`src/rtl/hex_scan_ctrl.sv`:
```
// Six-digit seven-segment scan controller: latches a 6-digit BCD value, walks a shared
// decoder over digits 5..0 and registers each result. Optional macro: LEADING_ZERO_BLANK_EN.
module hex_scan_ctrl (
    input  logic        clk,
    input  logic        reset_n,
    input  logic        load_valid,
    output logic        load_ready,
    input  logic [23:0] load_data,
    output logic [3:0]  bcd,
    input  logic [6:0]  leds,
    output logic [6:0]  hex0,
    output logic [6:0]  hex1,
    output logic [6:0]  hex2,
    output logic [6:0]  hex3,
    output logic [6:0]  hex4,
    output logic [6:0]  hex5,
    output logic        busy,
    output logic        done
);

    localparam logic [6:0] SEG_BLANK = 7'h7F;

    typedef enum logic [1:0] {
        IDLE = 2'd0,
        SCAN = 2'd1,
        DONE = 2'd2
    } state_t;

    state_t          r_state;
    logic [2:0]      r_idx;
    logic [23:0]     r_shadow;
    logic [5:0][6:0] r_hex;

    logic [3:0]      w_digit;
    logic [6:0]      w_seg;

    assign w_digit = r_shadow[{r_idx, 2'b00} +: 4];

`ifdef LEADING_ZERO_BLANK_EN
    logic r_seen_nz;
    logic w_lead_blank;

    // Digit 0 is always shown so an all-zero value still reads "0".
    assign w_lead_blank = !r_seen_nz && (w_digit == 4'd0) && (r_idx != 3'd0);
`endif

    always_comb begin
        w_seg = (w_digit > 4'd9) ? SEG_BLANK : ~leds;
`ifdef LEADING_ZERO_BLANK_EN
        if (w_lead_blank) begin
            w_seg = SEG_BLANK;
        end
`endif
    end

    always_ff @(posedge clk or negedge reset_n) begin
        if (!reset_n) begin
            r_state  <= IDLE;
            r_idx    <= 3'd0;
            r_shadow <= 24'd0;
            r_hex    <= {6{SEG_BLANK}};
`ifdef LEADING_ZERO_BLANK_EN
            r_seen_nz <= 1'b0;
`endif
        end else begin
            case (r_state)
                IDLE: begin
                    if (load_valid) begin
                        r_shadow <= load_data;
                        r_idx    <= 3'd5;
                        r_state  <= SCAN;
`ifdef LEADING_ZERO_BLANK_EN
                        r_seen_nz <= 1'b0;
`endif
                    end
                end
                SCAN: begin
                    r_hex[r_idx] <= w_seg;
`ifdef LEADING_ZERO_BLANK_EN
                    r_seen_nz <= r_seen_nz | (w_digit != 4'd0);
`endif
                    if (r_idx == 3'd0) begin
                        r_state <= DONE;
                    end else begin
                        r_idx <= r_idx - 3'd1;
                    end
                end
                DONE: begin
                    r_state <= IDLE;
                end
                default: begin
                    r_state <= IDLE;
                end
            endcase
        end
    end

    // Outputs decode directly from the state register, so reset forces them at once.
    assign load_ready = (r_state == IDLE);
    assign busy       = (r_state != IDLE);
    assign done       = (r_state == DONE);
    assign bcd        = (r_state == SCAN) ? w_digit : 4'd0;

    assign hex0 = r_hex[0];
    assign hex1 = r_hex[1];
    assign hex2 = r_hex[2];
    assign hex3 = r_hex[3];
    assign hex4 = r_hex[4];
    assign hex5 = r_hex[5];

endmodule

```
`config.mk`:
```
export PLATFORM = sky130hd
export DESIGN_NAME = hex_scan_ctrl
export DESIGN_NICKNAME = d
export VERILOG_FILES = /design/src/rtl/hex_scan_ctrl.sv
export SDC_FILE = /design/constraint.sdc
export NUM_CORES = 1
export LEC_CHECK = 0
export ABC_AREA = 0
export ABC_CLOCK_PERIOD_IN_PS = 3200
export BUFFER_PORTS_ARGS = -buffer_cell sky130_fd_sc_hd__buf_2
export CAP_MARGIN = 15
export CORE_MARGIN = 2
export CORE_UTILIZATION = 35
export CTS_CLUSTER_DIAMETER = 80
export DETAILED_ROUTE_END_ITERATION = 10
export GPL_TIMING_DRIVEN = 0
export PLACE_DENSITY = 0.57
export SETUP_SLACK_MARGIN = 0.15
export SLEW_MARGIN = 20
export SYNTH_ARGS = -nofsm -noshare
export SYNTH_HDL_FRONTEND = slang
export SYNTH_SLANG_ARGS = --single-unit
```
`constraint.sdc`:
```
create_clock -name clk -period 3.2 [get_ports clk]
set_input_delay 0.16 -clock clk [delete_from_list [all_inputs] [get_ports clk]]
set_output_delay 0.16 -clock clk [all_outputs]
set_load 0.02 [all_outputs]
```
==> flow_summary.yaml <==
route:
  wl_per_cell_um: 15.9
  post_drt_via_cell_ratio: 5.01
  drtAntennaViolNets: 0
  drt_first_pass_iters: 4
  drc: 0
  vias: 2308
  drt_iter0_markers: 82
  wl_um: 7320
power:
  intPower_w: 0.00301
  leakagePower_nw: 1.74
  pwr-share-comb: 0.474
  seqPwrFrac: 0.350
  p_per_area_nw_per_um2: 1270
  swShare: 0.397
  share_clk_of_total_power: 0.176
  ir_drop_v: 0.000417
  p_switching_w: 0.00198
final_layout:
  nFillCells: 850
  num_antenna_cells: 0
  drive_gt1_frac: 0.513
  final_cell_mix: "buf_2 (87), nor2_1 (49), a31oi_1 (43)"
  area_growth_pct: 27.5
  nets: 384
  mostFrequentLayoutCell: "buf_2"
sta:
  tightestPinTransition_ns: 0.562
  fmax_mhz: 507
  finClkSkew_ns: 0.00604
  hold_viol_final: 0
  setup_ws_ns: 1.23
  final.min_clock_period_ns: 1.97
  setup_viol: 0
  relSlewSlack: 0.623
  fin_crit_sh: 0.617
  setup_tns_ns: 0
  slew_viol_final: 0
  rsz0062_at_grt: "false"
worst_hold_path:
  hp-class: "in2reg"
global_routing:
  grt.overflow.total: 0
  grt_pass1_vias: 2303
  grt_pass1_wl_um: 11800
  antenna_found_initial: 0
  gr-usage-all-layers: 0.158
  grt_max_degree: 51
outcome:
  status: "finished clean"
yosys:
  yosysSeqAreaShare: 0.592
  synth_cells: 253
  synth_top_area_frac: 0.357
  netlist_area_um2: 3090
  synth_area_leaders: "dfstp_2 (36%), dfrtp_1 (24%), a31oi_1 (8.7%)"
  synth_warnings: 0
  synth_seq_cells: 71
  synthDistinctLibCells: 35
  syn-num-nets: 289
  yosys.area.top_type: "dfstp_2"
  syn_area_per_cell_um2: 12.2
die:
  ios: 83
  dieArea_um2: 9590
  fp-row-count: 34
  die_h_um: 97.9
  die_w_um: 97.9
  core_um2: 8640
  start_util: 0.358
setup_path:
  worstPathArrival_ns: 1.81
  critPathKind: "reg2out"
  slowest_stage: "dfrtp_1"
  required_ns: 3.04
  end_kind: "primary output"
  path_delay_family: "flip-flops"
  cp-start-kind: "register"
  critPathBufInv: 2
  crit_fanout: 10
  path_cells: "buf_6 > mux2_2 > a221oi_1 > a211oi_1 > buf_2"
  slowest_delay_ns: 0.42
clock_tree:
  cts_buffers: 9
  cts-root-buf: "clkbuf_8"
  clk_path_buf_depth: 2
  tritoncts: "done"
  cts_resized: 0
  post_cts_buffers: 0
  clock_latency_ns: 0.34
  htreeDepth: 3
  clk_transition_reported_paths_ns: 0.07
  clock_sinks: 71
placement:
  gp_congestion: 0.797
  post-dp-hpwl_um: 5400
  dpl_worst_slack_ns: 1.36
  port-buffer-count: 82
flow_run:
  cap_violations: 0
[path summary, 6_finish.rpt]
kind,start,to,slack [ns],depth (start not counted)
min in group asynchronous,reset_n,r_shadow[21],0.25,2
max in group asynchronous,reset_n,hex2[1],2.37,3
hold / removal,load_data[8],r_shadow[8],0.04,2
setup reg to reg,r_state[1],hex3[6],1.32,6
hold reg to reg,r_shadow[20],r_shadow[20],0.49,1
setup / recovery,r_idx[2],bcd[0],1.23,5
[cell usage after synthesis]
cell type,instances
inv_2,1
nor3_2,1
o221ai_2,2
inv_1,2
nor4_2,1
nor3_1,3
nand2b_2,1
buf_6,8
mux2_2,14
nand2_1,5
dfstp_2,42
or3_1,2
a211oi_1,1
and2b_1,1
nor2b_1,1
mux2i_1,8
o21bai_4,1
buf_2,6
and2_1,3
nand2_2,1
o2bb2ai_2,1
nand2b_1,2
clkbuf_1,3
and2b_4,1
a31oi_1,43
o22ai_1,1
o21ai_2,1
mux2_1,12
a21oi_1,2
nand2_4,1
dfrtp_1,29
nor2_1,49
a221oi_1,1
ha_1,2
a221o_1,1
[cell type report]
| type | instances | area (um2) | share of cell area |
|---|---|---|---|
| Sequential cell | 71 | 1830 | 0.465 |
| Multi-Input combinational cell | 162 | 1120 | 0.283 |
| Inverter | 3 | 11.3 | 0.00286 |
| Tap cell | 108 | 135 | 0.0343 |
| Buffer | 17 | 131 | 0.0334 |
| Clock inverter | 2 | 37.5 | 0.00953 |
| Timing Repair Buffer | 84 | 450 | 0.114 |
| Clock buffer | 14 | 226 | 0.0575 |
[timing repair]
action	4_1_cts	5_1_grt
hold endpoints to repair	21	0
hold buffers	1	0
setup endpoints to repair	0	0
[layer usage]
metal / global-route usage / part of all wire / up-vias
met5: 0 / 0 / -
met4: 0.0641 / 0.015 / 0
met3: 0.0308 / 0.046 / 10
met2: 0.253 / 0.49 / 68
met1: 0.210 / 0.44 / 1133
li1: - / - / 1097
[state kept, by name, summed over array words and instances, names as in the netlist]
signal    cells
hex0          7
r_shadow     24
hex2          7
r_state       2
r_idx         3
hex3          7
hex5          7
hex4          7
hex1          7
[worst reg2reg max path, stage by stage (launching register included)]
cell and delay (ns):
dfrtp_1 0.40, and2b_1 0.32, nand2_2 0.11, nor2_1 0.31
clkbuf_1 0.42, nor2_1 0.09, a31oi_1 0.16
[power by group through the flow]
stage | sequential [W] | combinational (W) | clock, W
2_1_floorplan | 0.00207 | 0.00139 | 0
3_3_place_gp | 0.00175 | 0.00235 | 0
3_5_place_dp | 0.00177 | 0.00238 | 0
4_1_cts | 0.00176 | 0.00239 | 0.000898
5_1_grt | 0.00182 | 0.00256 | 0.000939
6_report | 0.00174 | 0.00236 | 0.000877
[cell families after synthesis]
| kind of cell | synth area share |
|---|---|
| AOI/OAI and AO/OA | 0.124 |
| adders and majority gates | 0.00810 |
| buffers and inverters | 0.0462 |
| DFF | 0.592 |
| muxes | 0.121 |
| and+or+nand+nor | 0.108 |
[through the flow]
step	area [um2]	util	total power, W	hold WS, ns	cells
detailed placement	3660	0.424	0.00415	0.0738	444
finish	3940	0.456	0.00499	0.0407	461
global route	3940	0.456	0.00532	0.0322	461
CTS	3940	0.456	0.00505	0.0229	461
floorplan	3090	-	0.00346	-0.136	253
global placement	3630	0.421	0.00410	0.379	443
Note: power is estimated with default switching activity, not from simulation.
